## config.mk

```make
export PLATFORM = sky130hd
export DESIGN_NAME = modinv_helper_invert_precalc_flat
export DESIGN_NICKNAME = d
export VERILOG_FILES = /design/src/rtl/modinv_helper_invert_precalc_if.sv /design/src/rtl/modinv_helper_invert_precalc.sv /design/src/flat_wrapper.sv
export SDC_FILE = /design/constraint.sdc
export NUM_CORES = 1
export LEC_CHECK = 0
export CAP_MARGIN = 30
export CORE_UTILIZATION = 48
export CTS_CLUSTER_DIAMETER = 40
export DETAILED_ROUTE_END_ITERATION = 8
export HOLD_SLACK_MARGIN = 0.08
export PLACE_DENSITY = 0.81
export RECOVER_POWER = 25
export SETUP_SLACK_MARGIN = 0.3
export SLEW_MARGIN = 20
export SYNTH_ARGS = -nofsm -noshare
export SYNTH_HDL_FRONTEND = slang
export SYNTH_SLANG_ARGS = --single-unit
```

## constraint.sdc

```tcl
create_clock -name clk -period 12.1 [get_ports clk]
set_clock_uncertainty 0.05 [all_clocks]
set_input_delay 2.42 -clock clk [delete_from_list [all_inputs] [get_ports clk]]
set_output_delay 2.42 -clock clk [all_outputs]
set_load 0.01 [all_outputs]
```

## src/rtl/modinv_helper_invert_precalc_if.sv

```systemverilog
// Operand read bus, helper-buffer write bus and decision flags of the
// modular-inversion precalculation stage, bundled for port connection.
interface modinv_helper_invert_precalc_if #(
    parameter int ADDR_BITS = 4
);
    // Start / status handshake
    logic                 ena;
    logic                 rdy;

    // Operand buffer read side (shared address, 1-cycle read latency)
    logic [ADDR_BITS-1:0] r_addr;
    logic [ADDR_BITS-1:0] s_addr;
    logic [ADDR_BITS-1:0] u_addr;
    logic [ADDR_BITS-1:0] v_addr;
    logic [31:0]          r_din;
    logic [31:0]          s_din;
    logic [31:0]          u_din;
    logic [31:0]          v_din;

    // Full-width helper group write side
    logic [ADDR_BITS-1:0] r_dbl_addr;
    logic [ADDR_BITS-1:0] s_dbl_addr;
    logic [ADDR_BITS-1:0] r_plus_s_addr;
    logic                 r_dbl_wren;
    logic                 s_dbl_wren;
    logic                 r_plus_s_wren;
    logic [31:0]          r_dbl_dout;
    logic [31:0]          s_dbl_dout;
    logic [31:0]          r_plus_s_dout;

    // Half helper group write side
    logic [ADDR_BITS-1:0] u_half_addr;
    logic [ADDR_BITS-1:0] v_half_addr;
    logic [ADDR_BITS-1:0] u_minus_v_half_addr;
    logic [ADDR_BITS-1:0] v_minus_u_half_addr;
    logic                 u_half_wren;
    logic                 v_half_wren;
    logic                 u_minus_v_half_wren;
    logic                 v_minus_u_half_wren;
    logic [31:0]          u_half_dout;
    logic [31:0]          v_half_dout;
    logic [31:0]          u_minus_v_half_dout;
    logic [31:0]          v_minus_u_half_dout;

    // Decision flags of the last completed run
    logic                 u_gt_v;
    logic                 v_eq_1;
    logic                 u_is_even;
    logic                 v_is_even;

    // Precalculation engine side
    modport master (
        input  ena,
        input  r_din, s_din, u_din, v_din,
        output rdy,
        output r_addr, s_addr, u_addr, v_addr,
        output r_dbl_addr, s_dbl_addr, r_plus_s_addr,
        output r_dbl_wren, s_dbl_wren, r_plus_s_wren,
        output r_dbl_dout, s_dbl_dout, r_plus_s_dout,
        output u_half_addr, v_half_addr, u_minus_v_half_addr, v_minus_u_half_addr,
        output u_half_wren, v_half_wren, u_minus_v_half_wren, v_minus_u_half_wren,
        output u_half_dout, v_half_dout, u_minus_v_half_dout, v_minus_u_half_dout,
        output u_gt_v, v_eq_1, u_is_even, v_is_even
    );

    // Buffer / controller side
    modport slave (
        output ena,
        output r_din, s_din, u_din, v_din,
        input  rdy,
        input  r_addr, s_addr, u_addr, v_addr,
        input  r_dbl_addr, s_dbl_addr, r_plus_s_addr,
        input  r_dbl_wren, s_dbl_wren, r_plus_s_wren,
        input  r_dbl_dout, s_dbl_dout, r_plus_s_dout,
        input  u_half_addr, v_half_addr, u_minus_v_half_addr, v_minus_u_half_addr,
        input  u_half_wren, v_half_wren, u_minus_v_half_wren, v_minus_u_half_wren,
        input  u_half_dout, v_half_dout, u_minus_v_half_dout, v_minus_u_half_dout,
        input  u_gt_v, v_eq_1, u_is_even, v_is_even
    );
endinterface

```

## src/rtl/modinv_helper_invert_precalc.sv

```systemverilog
// Word-serial precalculation for one iteration of the binary modular
// inversion loop. Streams r/s/u/v LSW first and writes doubled, summed,
// halved and halved-difference candidates plus the decision flags.
module modinv_helper_invert_precalc #(
    parameter int BUFFER_NUM_WORDS = 9,
    parameter int BUFFER_ADDR_BITS = 4
) (
    input  logic                            clk,
    input  logic                            rst,
    modinv_helper_invert_precalc_if.master  bus_io
);

    localparam int N  = BUFFER_NUM_WORDS;
    localparam int CW = $clog2(BUFFER_NUM_WORDS + 4);
    localparam int AW = BUFFER_ADDR_BITS;

    localparam logic [CW-1:0] CNT_ZERO  = CW'(0);
    localparam logic [CW-1:0] CNT_ONE   = CW'(1);
    localparam logic [CW-1:0] CNT_TWO   = CW'(2);
    localparam logic [CW-1:0] CNT_THREE = CW'(3);
    localparam logic [CW-1:0] CNT_N     = CW'(N);
    localparam logic [CW-1:0] CNT_N1    = CW'(N + 1);
    localparam logic [CW-1:0] CNT_N2    = CW'(N + 2);
    localparam logic [CW-1:0] CNT_LAST  = CW'(N + 3);
    localparam logic [AW-1:0] ADDR_ZERO = AW'(0);

    // 32-bit add with carry in; bit 32 is the carry out
    function automatic logic [32:0] add_word(input logic [31:0] a,
                                             input logic [31:0] b,
                                             input logic        cin);
        return {1'b0, a} + {1'b0, b} + {32'd0, cin};
    endfunction

    // 32-bit subtract with borrow in; bit 32 is the borrow out
    function automatic logic [32:0] sub_word(input logic [31:0] a,
                                             input logic [31:0] b,
                                             input logic        bin);
        return {1'b0, a} - {1'b0, b} - {32'd0, bin};
    endfunction

    // Sequencer and status
    logic [CW-1:0] cnt_q, cnt_d;
    logic          rdy_q, rdy_d;
    logic [AW-1:0] rd_addr_q, rd_addr_d;

    // Full-width group
    logic          full_wren_q, full_wren_d;
    logic [AW-1:0] full_addr_q, full_addr_d;
    logic [31:0]   r_dbl_q, r_dbl_d;
    logic [31:0]   s_dbl_q, s_dbl_d;
    logic [31:0]   r_plus_s_q, r_plus_s_d;
    logic          r_msb_q, r_msb_d;
    logic          s_msb_q, s_msb_d;
    logic          add_c_q, add_c_d;

    // Half group
    logic          half_wren_q, half_wren_d;
    logic [AW-1:0] half_addr_q, half_addr_d;
    logic [31:0]   u_half_q, u_half_d;
    logic [31:0]   v_half_q, v_half_d;
    logic [31:0]   umv_half_q, umv_half_d;
    logic [31:0]   vmu_half_q, vmu_half_d;
    logic          bd_q, bd_d;
    logic          be_q, be_d;
    logic [31:0]   u_prev_q, u_prev_d;
    logic [31:0]   v_prev_q, v_prev_d;
    logic [31:0]   d_prev_q, d_prev_d;
    logic [31:0]   e_prev_q, e_prev_d;

    // Flag accumulators and committed flags
    logic          acc_u_even_q, acc_u_even_d;
    logic          acc_v_even_q, acc_v_even_d;
    logic          acc_v_eq1_q, acc_v_eq1_d;
    logic          flag_u_gt_v_q, flag_u_gt_v_d;
    logic          flag_v_eq_1_q, flag_v_eq_1_d;
    logic          flag_u_even_q, flag_u_even_d;
    logic          flag_v_even_q, flag_v_even_d;

    // Combinational helpers
    logic          word_vld_s;
    logic          first_word_s;
    logic          half_calc_s;
    logic          half_last_s;
    logic          r_cin_s;
    logic          s_cin_s;
    logic          add_cin_s;
    logic          bd_in_s;
    logic          be_in_s;
    logic [32:0]   sum_s;
    logic [32:0]   d_s;
    logic [32:0]   e_s;
    logic          fill_u_s;
    logic          fill_v_s;
    logic          fill_d_s;
    logic          fill_e_s;

    // Next-state computation for sequencer, datapath and flags
    always_comb begin
        // hold everything by default
        cnt_d         = cnt_q;
        rdy_d         = rdy_q;
        rd_addr_d     = rd_addr_q;
        full_wren_d   = full_wren_q;
        full_addr_d   = full_addr_q;
        r_dbl_d       = r_dbl_q;
        s_dbl_d       = s_dbl_q;
        r_plus_s_d    = r_plus_s_q;
        r_msb_d       = r_msb_q;
        s_msb_d       = s_msb_q;
        add_c_d       = add_c_q;
        half_wren_d   = half_wren_q;
        half_addr_d   = half_addr_q;
        u_half_d      = u_half_q;
        v_half_d      = v_half_q;
        umv_half_d    = umv_half_q;
        vmu_half_d    = vmu_half_q;
        bd_d          = bd_q;
        be_d          = be_q;
        u_prev_d      = u_prev_q;
        v_prev_d      = v_prev_q;
        d_prev_d      = d_prev_q;
        e_prev_d      = e_prev_q;
        acc_u_even_d  = acc_u_even_q;
        acc_v_even_d  = acc_v_even_q;
        acc_v_eq1_d   = acc_v_eq1_q;
        flag_u_gt_v_d = flag_u_gt_v_q;
        flag_v_eq_1_d = flag_v_eq_1_q;
        flag_u_even_d = flag_u_even_q;
        flag_v_even_d = flag_v_even_q;

        // run sequencer: idle at 0, free-running through N+3 once started
        if (cnt_q == CNT_ZERO) begin
            if (bus_io.ena) begin
                cnt_d = CNT_ONE;
            end else begin
                cnt_d = CNT_ZERO;
            end
        end else if (cnt_q == CNT_LAST) begin
            cnt_d = CNT_ZERO;
        end else begin
            cnt_d = cnt_q + CNT_ONE;
        end
        rdy_d = (cnt_d == CNT_ZERO);

        // read address tracks the counter value it will coexist with
        if ((cnt_d >= CNT_ONE) && (cnt_d <= CNT_N)) begin
            rd_addr_d = AW'(cnt_d - CNT_ONE);
        end else begin
            rd_addr_d = ADDR_ZERO;
        end

        // word j of read data is on the bus while cnt = j+2
        word_vld_s   = (cnt_q >= CNT_TWO) && (cnt_q <= CNT_N1);
        first_word_s = (cnt_q == CNT_TWO);
        // half word k is formed once word k+1 arrives (or as the top word)
        half_calc_s  = (cnt_q >= CNT_THREE) && (cnt_q <= CNT_N2);
        half_last_s  = (cnt_q == CNT_N2);

        // carries and borrows restart at the least significant word
        r_cin_s   = first_word_s ? 1'b0 : r_msb_q;
        s_cin_s   = first_word_s ? 1'b0 : s_msb_q;
        add_cin_s = first_word_s ? 1'b0 : add_c_q;
        bd_in_s   = first_word_s ? 1'b0 : bd_q;
        be_in_s   = first_word_s ? 1'b0 : be_q;

        sum_s = add_word(bus_io.r_din, bus_io.s_din, add_cin_s);
        d_s   = sub_word(bus_io.u_din, bus_io.v_din, bd_in_s);
        e_s   = sub_word(bus_io.v_din, bus_io.u_din, be_in_s);

        // top word of every halved result shifts in zero
        if (half_last_s) begin
            fill_u_s = 1'b0;
            fill_v_s = 1'b0;
            fill_d_s = 1'b0;
            fill_e_s = 1'b0;
        end else begin
            fill_u_s = bus_io.u_din[0];
            fill_v_s = bus_io.v_din[0];
            fill_d_s = d_s[0];
            fill_e_s = e_s[0];
        end

        // full-width group and raw-word pipeline
        if (word_vld_s) begin
            full_wren_d = 1'b1;
            full_addr_d = AW'(cnt_q - CNT_TWO);
            r_dbl_d     = {bus_io.r_din[30:0], r_cin_s};
            s_dbl_d     = {bus_io.s_din[30:0], s_cin_s};
            r_plus_s_d  = sum_s[31:0];
            r_msb_d     = bus_io.r_din[31];
            s_msb_d     = bus_io.s_din[31];
            add_c_d     = sum_s[32];
            bd_d        = d_s[32];
            be_d        = e_s[32];
            u_prev_d    = bus_io.u_din;
            v_prev_d    = bus_io.v_din;
            d_prev_d    = d_s[31:0];
            e_prev_d    = e_s[31:0];
        end else begin
            full_wren_d = 1'b0;
            full_addr_d = ADDR_ZERO;
        end

        // parity and v==1 accumulation
        if (word_vld_s && first_word_s) begin
            acc_u_even_d = ~bus_io.u_din[0];
            acc_v_even_d = ~bus_io.v_din[0];
            acc_v_eq1_d  = (bus_io.v_din == 32'd1);
        end else if (word_vld_s) begin
            acc_v_eq1_d  = acc_v_eq1_q & (bus_io.v_din == 32'd0);
        end else begin
            acc_v_eq1_d  = acc_v_eq1_q;
        end

        // half group: combine held word with LSB of the next word
        if (half_calc_s) begin
            half_wren_d = 1'b1;
            half_addr_d = AW'(cnt_q - CNT_THREE);
            u_half_d    = {fill_u_s, u_prev_q[31:1]};
            v_half_d    = {fill_v_s, v_prev_q[31:1]};
            umv_half_d  = {fill_d_s, d_prev_q[31:1]};
            vmu_half_d  = {fill_e_s, e_prev_q[31:1]};
        end else begin
            half_wren_d = 1'b0;
            half_addr_d = ADDR_ZERO;
        end

        // commit flags on the edge that ends the run
        if (cnt_q == CNT_LAST) begin
            flag_u_gt_v_d = be_q;
            flag_v_eq_1_d = acc_v_eq1_q;
            flag_u_even_d = acc_u_even_q;
            flag_v_even_d = acc_v_even_q;
        end else begin
            flag_u_gt_v_d = flag_u_gt_v_q;
            flag_v_eq_1_d = flag_v_eq_1_q;
            flag_u_even_d = flag_u_even_q;
            flag_v_even_d = flag_v_even_q;
        end
    end

    // State registers with synchronous reset
    always_ff @(posedge clk) begin
        if (rst) begin
            cnt_q         <= CNT_ZERO;
            rdy_q         <= 1'b1;
            rd_addr_q     <= ADDR_ZERO;
            full_wren_q   <= 1'b0;
            full_addr_q   <= ADDR_ZERO;
            r_dbl_q       <= 32'd0;
            s_dbl_q       <= 32'd0;
            r_plus_s_q    <= 32'd0;
            r_msb_q       <= 1'b0;
            s_msb_q       <= 1'b0;
            add_c_q       <= 1'b0;
            half_wren_q   <= 1'b0;
            half_addr_q   <= ADDR_ZERO;
            u_half_q      <= 32'd0;
            v_half_q      <= 32'd0;
            umv_half_q    <= 32'd0;
            vmu_half_q    <= 32'd0;
            bd_q          <= 1'b0;
            be_q          <= 1'b0;
            u_prev_q      <= 32'd0;
            v_prev_q      <= 32'd0;
            d_prev_q      <= 32'd0;
            e_prev_q      <= 32'd0;
            acc_u_even_q  <= 1'b0;
            acc_v_even_q  <= 1'b0;
            acc_v_eq1_q   <= 1'b0;
            flag_u_gt_v_q <= 1'b0;
            flag_v_eq_1_q <= 1'b0;
            flag_u_even_q <= 1'b0;
            flag_v_even_q <= 1'b0;
        end else begin
            cnt_q         <= cnt_d;
            rdy_q         <= rdy_d;
            rd_addr_q     <= rd_addr_d;
            full_wren_q   <= full_wren_d;
            full_addr_q   <= full_addr_d;
            r_dbl_q       <= r_dbl_d;
            s_dbl_q       <= s_dbl_d;
            r_plus_s_q    <= r_plus_s_d;
            r_msb_q       <= r_msb_d;
            s_msb_q       <= s_msb_d;
            add_c_q       <= add_c_d;
            half_wren_q   <= half_wren_d;
            half_addr_q   <= half_addr_d;
            u_half_q      <= u_half_d;
            v_half_q      <= v_half_d;
            umv_half_q    <= umv_half_d;
            vmu_half_q    <= vmu_half_d;
            bd_q          <= bd_d;
            be_q          <= be_d;
            u_prev_q      <= u_prev_d;
            v_prev_q      <= v_prev_d;
            d_prev_q      <= d_prev_d;
            e_prev_q      <= e_prev_d;
            acc_u_even_q  <= acc_u_even_d;
            acc_v_even_q  <= acc_v_even_d;
            acc_v_eq1_q   <= acc_v_eq1_d;
            flag_u_gt_v_q <= flag_u_gt_v_d;
            flag_v_eq_1_q <= flag_v_eq_1_d;
            flag_u_even_q <= flag_u_even_d;
            flag_v_even_q <= flag_v_even_d;
        end
    end

    assign bus_io.rdy                 = rdy_q;
    assign bus_io.r_addr              = rd_addr_q;
    assign bus_io.s_addr              = rd_addr_q;
    assign bus_io.u_addr              = rd_addr_q;
    assign bus_io.v_addr              = rd_addr_q;

    assign bus_io.r_dbl_addr          = full_addr_q;
    assign bus_io.s_dbl_addr          = full_addr_q;
    assign bus_io.r_plus_s_addr       = full_addr_q;
    assign bus_io.r_dbl_wren          = full_wren_q;
    assign bus_io.s_dbl_wren          = full_wren_q;
    assign bus_io.r_plus_s_wren       = full_wren_q;
    assign bus_io.r_dbl_dout          = r_dbl_q;
    assign bus_io.s_dbl_dout          = s_dbl_q;
    assign bus_io.r_plus_s_dout       = r_plus_s_q;

    assign bus_io.u_half_addr         = half_addr_q;
    assign bus_io.v_half_addr         = half_addr_q;
    assign bus_io.u_minus_v_half_addr = half_addr_q;
    assign bus_io.v_minus_u_half_addr = half_addr_q;
    assign bus_io.u_half_wren         = half_wren_q;
    assign bus_io.v_half_wren         = half_wren_q;
    assign bus_io.u_minus_v_half_wren = half_wren_q;
    assign bus_io.v_minus_u_half_wren = half_wren_q;
    assign bus_io.u_half_dout         = u_half_q;
    assign bus_io.v_half_dout         = v_half_q;
    assign bus_io.u_minus_v_half_dout = umv_half_q;
    assign bus_io.v_minus_u_half_dout = vmu_half_q;

    assign bus_io.u_gt_v              = flag_u_gt_v_q;
    assign bus_io.v_eq_1              = flag_v_eq_1_q;
    assign bus_io.u_is_even           = flag_u_even_q;
    assign bus_io.v_is_even           = flag_v_even_q;

endmodule

```

## src/flat_wrapper.sv

```systemverilog
// flat-port wrapper written by rule: the top's interface ports become plain ports
module modinv_helper_invert_precalc_flat 
#(
    parameter int BUFFER_NUM_WORDS = 9,
    parameter int BUFFER_ADDR_BITS = 4
)
  (clk, rst, bus_io_ena, bus_io_r_din, bus_io_s_din, bus_io_u_din, bus_io_v_din, bus_io_rdy, bus_io_r_addr, bus_io_s_addr, bus_io_u_addr, bus_io_v_addr, bus_io_r_dbl_addr, bus_io_s_dbl_addr, bus_io_r_plus_s_addr, bus_io_r_dbl_wren, bus_io_s_dbl_wren, bus_io_r_plus_s_wren, bus_io_r_dbl_dout, bus_io_s_dbl_dout, bus_io_r_plus_s_dout, bus_io_u_half_addr, bus_io_v_half_addr, bus_io_u_minus_v_half_addr, bus_io_v_minus_u_half_addr, bus_io_u_half_wren, bus_io_v_half_wren, bus_io_u_minus_v_half_wren, bus_io_v_minus_u_half_wren, bus_io_u_half_dout, bus_io_v_half_dout, bus_io_u_minus_v_half_dout, bus_io_v_minus_u_half_dout, bus_io_u_gt_v, bus_io_v_eq_1, bus_io_u_is_even, bus_io_v_is_even);
  modinv_helper_invert_precalc_if #(.ADDR_BITS((4))) bus_io_i ();
  input  logic clk;
  input  logic rst;
  input wire logic [$bits(bus_io_i.ena)-1:0] bus_io_ena;
  input wire logic [$bits(bus_io_i.r_din)-1:0] bus_io_r_din;
  input wire logic [$bits(bus_io_i.s_din)-1:0] bus_io_s_din;
  input wire logic [$bits(bus_io_i.u_din)-1:0] bus_io_u_din;
  input wire logic [$bits(bus_io_i.v_din)-1:0] bus_io_v_din;
  output wire logic [$bits(bus_io_i.rdy)-1:0] bus_io_rdy;
  output wire logic [$bits(bus_io_i.r_addr)-1:0] bus_io_r_addr;
  output wire logic [$bits(bus_io_i.s_addr)-1:0] bus_io_s_addr;
  output wire logic [$bits(bus_io_i.u_addr)-1:0] bus_io_u_addr;
  output wire logic [$bits(bus_io_i.v_addr)-1:0] bus_io_v_addr;
  output wire logic [$bits(bus_io_i.r_dbl_addr)-1:0] bus_io_r_dbl_addr;
  output wire logic [$bits(bus_io_i.s_dbl_addr)-1:0] bus_io_s_dbl_addr;
  output wire logic [$bits(bus_io_i.r_plus_s_addr)-1:0] bus_io_r_plus_s_addr;
  output wire logic [$bits(bus_io_i.r_dbl_wren)-1:0] bus_io_r_dbl_wren;
  output wire logic [$bits(bus_io_i.s_dbl_wren)-1:0] bus_io_s_dbl_wren;
  output wire logic [$bits(bus_io_i.r_plus_s_wren)-1:0] bus_io_r_plus_s_wren;
  output wire logic [$bits(bus_io_i.r_dbl_dout)-1:0] bus_io_r_dbl_dout;
  output wire logic [$bits(bus_io_i.s_dbl_dout)-1:0] bus_io_s_dbl_dout;
  output wire logic [$bits(bus_io_i.r_plus_s_dout)-1:0] bus_io_r_plus_s_dout;
  output wire logic [$bits(bus_io_i.u_half_addr)-1:0] bus_io_u_half_addr;
  output wire logic [$bits(bus_io_i.v_half_addr)-1:0] bus_io_v_half_addr;
  output wire logic [$bits(bus_io_i.u_minus_v_half_addr)-1:0] bus_io_u_minus_v_half_addr;
  output wire logic [$bits(bus_io_i.v_minus_u_half_addr)-1:0] bus_io_v_minus_u_half_addr;
  output wire logic [$bits(bus_io_i.u_half_wren)-1:0] bus_io_u_half_wren;
  output wire logic [$bits(bus_io_i.v_half_wren)-1:0] bus_io_v_half_wren;
  output wire logic [$bits(bus_io_i.u_minus_v_half_wren)-1:0] bus_io_u_minus_v_half_wren;
  output wire logic [$bits(bus_io_i.v_minus_u_half_wren)-1:0] bus_io_v_minus_u_half_wren;
  output wire logic [$bits(bus_io_i.u_half_dout)-1:0] bus_io_u_half_dout;
  output wire logic [$bits(bus_io_i.v_half_dout)-1:0] bus_io_v_half_dout;
  output wire logic [$bits(bus_io_i.u_minus_v_half_dout)-1:0] bus_io_u_minus_v_half_dout;
  output wire logic [$bits(bus_io_i.v_minus_u_half_dout)-1:0] bus_io_v_minus_u_half_dout;
  output wire logic [$bits(bus_io_i.u_gt_v)-1:0] bus_io_u_gt_v;
  output wire logic [$bits(bus_io_i.v_eq_1)-1:0] bus_io_v_eq_1;
  output wire logic [$bits(bus_io_i.u_is_even)-1:0] bus_io_u_is_even;
  output wire logic [$bits(bus_io_i.v_is_even)-1:0] bus_io_v_is_even;
  assign bus_io_i.ena = bus_io_ena;
  assign bus_io_i.r_din = bus_io_r_din;
  assign bus_io_i.s_din = bus_io_s_din;
  assign bus_io_i.u_din = bus_io_u_din;
  assign bus_io_i.v_din = bus_io_v_din;
  assign bus_io_rdy = bus_io_i.rdy;
  assign bus_io_r_addr = bus_io_i.r_addr;
  assign bus_io_s_addr = bus_io_i.s_addr;
  assign bus_io_u_addr = bus_io_i.u_addr;
  assign bus_io_v_addr = bus_io_i.v_addr;
  assign bus_io_r_dbl_addr = bus_io_i.r_dbl_addr;
  assign bus_io_s_dbl_addr = bus_io_i.s_dbl_addr;
  assign bus_io_r_plus_s_addr = bus_io_i.r_plus_s_addr;
  assign bus_io_r_dbl_wren = bus_io_i.r_dbl_wren;
  assign bus_io_s_dbl_wren = bus_io_i.s_dbl_wren;
  assign bus_io_r_plus_s_wren = bus_io_i.r_plus_s_wren;
  assign bus_io_r_dbl_dout = bus_io_i.r_dbl_dout;
  assign bus_io_s_dbl_dout = bus_io_i.s_dbl_dout;
  assign bus_io_r_plus_s_dout = bus_io_i.r_plus_s_dout;
  assign bus_io_u_half_addr = bus_io_i.u_half_addr;
  assign bus_io_v_half_addr = bus_io_i.v_half_addr;
  assign bus_io_u_minus_v_half_addr = bus_io_i.u_minus_v_half_addr;
  assign bus_io_v_minus_u_half_addr = bus_io_i.v_minus_u_half_addr;
  assign bus_io_u_half_wren = bus_io_i.u_half_wren;
  assign bus_io_v_half_wren = bus_io_i.v_half_wren;
  assign bus_io_u_minus_v_half_wren = bus_io_i.u_minus_v_half_wren;
  assign bus_io_v_minus_u_half_wren = bus_io_i.v_minus_u_half_wren;
  assign bus_io_u_half_dout = bus_io_i.u_half_dout;
  assign bus_io_v_half_dout = bus_io_i.v_half_dout;
  assign bus_io_u_minus_v_half_dout = bus_io_i.u_minus_v_half_dout;
  assign bus_io_v_minus_u_half_dout = bus_io_i.v_minus_u_half_dout;
  assign bus_io_u_gt_v = bus_io_i.u_gt_v;
  assign bus_io_v_eq_1 = bus_io_i.v_eq_1;
  assign bus_io_u_is_even = bus_io_i.u_is_even;
  assign bus_io_v_is_even = bus_io_i.v_is_even;
  modinv_helper_invert_precalc #(.BUFFER_NUM_WORDS(BUFFER_NUM_WORDS), .BUFFER_ADDR_BITS(BUFFER_ADDR_BITS)) u_core (.clk(clk), .rst(rst), .bus_io(bus_io_i));
endmodule
```

==> impl_metrics.env <==
export IMPL_outcome="finished with violations"
export IMPL_violations="max-capacitance violations, max-slew violations"
export IMPL_final_core_utilization_pct=63.1
export IMPL_max_slew_worst_pin_slew_ns=4.06
export IMPL_p_leak_nw=10.2
export IMPL_report_final_slew_viol_count=427
export IMPL_place_congestion=0.977
export IMPL_setup_tns_ns=0
export IMPL_core_um2=40800
export IMPL_cts_sinks=379
export IMPL_post_cts_resize_count=0
export IMPL_ir_worst_vdd_uv=253
export IMPL_routed_wl_mm=64.6
export IMPL_die_w_um=205
export IMPL_path_clk_slew_ns=0.06
export IMPL_drv_cap=6
export IMPL_end_kind="flop"
export IMPL_path_max_fanout=4
export IMPL_antenna_cells=0
export IMPL_start_util_pct=48.6
export IMPL_cts_tree="yes"
export IMPL_syn_area_per_cell_um2=7.70
export IMPL_synthArstFlopShare_pct=0
export IMPL_setup_viol=0
export IMPL_fin_crit_ns=6.26
export IMPL_die_area_um2=42200
export IMPL_yosys_area_top_type="dfxtp_1"
export IMPL_rows=74
export IMPL_final_layout_size_suffix_gt1_share_pct=4.65
export IMPL_num_fill_cells=3514
export IMPL_firstDrtPassIters=6
export IMPL_pin_count=411
export IMPL_grt_max_degree=214
export IMPL_criticalPathCategory="in -> reg"
export IMPL_yosys_warnings=0
export IMPL_grt_first_pass_wirelength_mm=99.1
export IMPL_layout_commonest_cell="nand2_1"
export IMPL_fin_hold_ws_ns=0.395
export IMPL_insertion_delay_ns=0.60
export IMPL_clockRootBuffer="clkbuf_16"
export IMPL_cts_hold_buf=0
export IMPL_io_buffers=410
export IMPL_grt_pass1_vias=18284
export IMPL_syn_to_final_growth_pct=29.9
export IMPL_num_vias=19187
export IMPL_ys_flop_type="dfxtp_1"
export IMPL_grt_usage_pct=29.9
export IMPL_synth_edf_count=0
export IMPL_syn_inst=2578
export IMPL_critPathLaunchType="input port"
export IMPL_h_tree_depth=2
export IMPL_power_density_nw_per_um2=203
export IMPL_wl_per_cell_um=18.7
export IMPL_finalCritPeriodShare_pct=51.8
export IMPL_nNetsFinal=3180
export IMPL_grt_overflow=0
export IMPL_arrival_ns=6.70
export IMPL_hold_class="reg -> reg"
export IMPL_hold_viol_final=0
export IMPL_drc=0
export IMPL_fp_dieH_um=205
export IMPL_synth_seq_cells=379
export IMPL_max_clock_path_buffers=3
export IMPL_relSlewSlack_pct=-171
export IMPL_yosys_top_cells_area="dfxtp_1 38%, nand2_1 13%, a21oi_1 10%"
export IMPL_antenna_found_initial=1
export IMPL_viasPerCell=5.55
export IMPL_ys_seq_area_share_pct=38.2
export IMPL_drtAntennaViolNets=0
export IMPL_dr_first_iter_drc_count=1546
export IMPL_synthDistinctLibCells=87
export IMPL_netlist_area_um2=19800
export IMPL_fmaxAchievable_mhz=160
export IMPL_layout_common_cells="676 x nand2_1, 411 x a21oi_1, 406 x clkdlybuf4s50_1, 379 x dfxtp_1, 185 x inv_1"
export IMPL_cts_setup_buffers=0
export IMPL_rsz0062_at_grt="no"
export IMPL_syn_num_nets=2878
export IMPL_dp_hpwl_mm=47.7
export IMPL_crit_required_ns=12.54
export IMPL_synth_top_area_share_pct=38.2
export IMPL_cts_made_buffers=54
==> metal layers <==
layer	global-route usage (%)	vias to the layer above	part of all wire, %
met4	11.0	2	3.3
met5	0	-	0.019
li1	-	9245	-
met3	6.95	150	8.1
met1	37.6	9088	42
met2	49.7	702	47
==> logic make-up after synthesis <==
family | synth area share [%]
buf+inv | 7.50
fa+ha+maj | 10.9
compound gates | 20.8
simple gates | 19.5
xor+xnor | 2.87
flops | 38.2
mux | 0.252
==> synth_stat cells (6+ instances only) <==
library cell / instances
o21ai_1: 11
buf_4: 37
xnor2_1: 39
nand2_1: 676
clkbuf_1: 117
fa_1: 6
nor3_1: 29
and3_1: 12
a31oi_1: 14
and2_1: 9
inv_1: 185
or3_1: 16
o21a_1: 21
xor2_1: 26
a211oi_1: 10
nand3_1: 31
nor2_1: 70
o21ai_0: 63
dfxtp_1: 379
o21bai_1: 15
o211ai_1: 8
o31ai_1: 7
a21o_1: 51
a21oi_1: 413
ha_1: 163
buf_1: 18
nor4b_1: 7
nand4_1: 21
nor4_1: 8
==> final cells by class <==
cell class	count	area, µm²	share of cell area, %
Multi-Input combinational cell	1840	10800	41.9
Sequential cell	379	7590	29.4
Inverter	186	698	2.71
Clock buffer	69	1530	5.94
Clock inverter	30	319	1.24
Timing Repair Buffer	419	4180	16.2
Tap cell	532	666	2.58
==> worst paths after layout <==
kind	from	end	slack [ns]	cells after the start
setup / recovery	bus_io_u_din[0]	u_core.e_prev_q[28]	5.84	15
hold / removal	u_core.d_prev_q[10]	u_core.bus_io.u_minus_v_half_dout[9]	0.39	2
setup reg to reg	u_core.cnt_q[2]	u_core.bus_io.r_plus_s_dout[25]	5.96	9
hold reg to reg	u_core.d_prev_q[10]	u_core.bus_io.u_minus_v_half_dout[9]	0.39	2
==> flip-flops by register name, summed over array words and instances, names as in the netlist, 4 cells and up <==
register	count
u_core.e_prev_q	31
u_core.u_prev_q	31
u_core.bus_io.s_dbl_dout	32
u_core.v_prev_q	31
u_core.bus_io.r_dbl_addr	4
u_core.bus_io.u_half_dout	32
u_core.d_prev_q	31
u_core.bus_io.r_plus_s_dout	32
u_core.bus_io.r_addr	4
u_core.bus_io.r_dbl_dout	32
u_core.bus_io.v_minus_u_half_dout	32
u_core.bus_io.u_half_addr	4
u_core.bus_io.v_half_dout	32
u_core.bus_io.u_minus_v_half_dout	32
u_core.cnt_q	4
==> worst max-delay path, stage by stage <==
cell and delay [ns]:
dlygate4sd3_1 0.72, inv_1 0.11, fa_1 0.55, inv_1 0.05, ha_1 0.18, or2_2 0.29
fa_1 0.46, nor3b_2 0.18, o21ai_1 0.16, o221a_2 0.34, o21ai_2 0.22, a31oi_1 0.22
o21a_1 0.24, or3_1 0.30, a32o_1 0.24
==> stage by stage <==
stage	instance area, µm²	power, W	std cells	setup slack (ns)
6_report	25800	0.00522	3455	5.84
5_1_grt	25800	0.00549	3455	5.43
4_1_cts	25800	0.00520	3455	5.95
3_5_place_dp	24000	0.00361	3356	5.34
3_3_place_gp	24000	0.00356	3356	5.41
2_1_floorplan	19800	0.00286	2578	6.35
==> report_power, final <==
group	total (W)	internal (W)	switching [W]
Clock	0.00158	0.000969	0.000615
Combinational	0.00192	0.000771	0.00115
Sequential	0.00172	0.00154	0.000178
Total	0.00522	0.00328	0.00194
(Power assumes the default switching activity.)
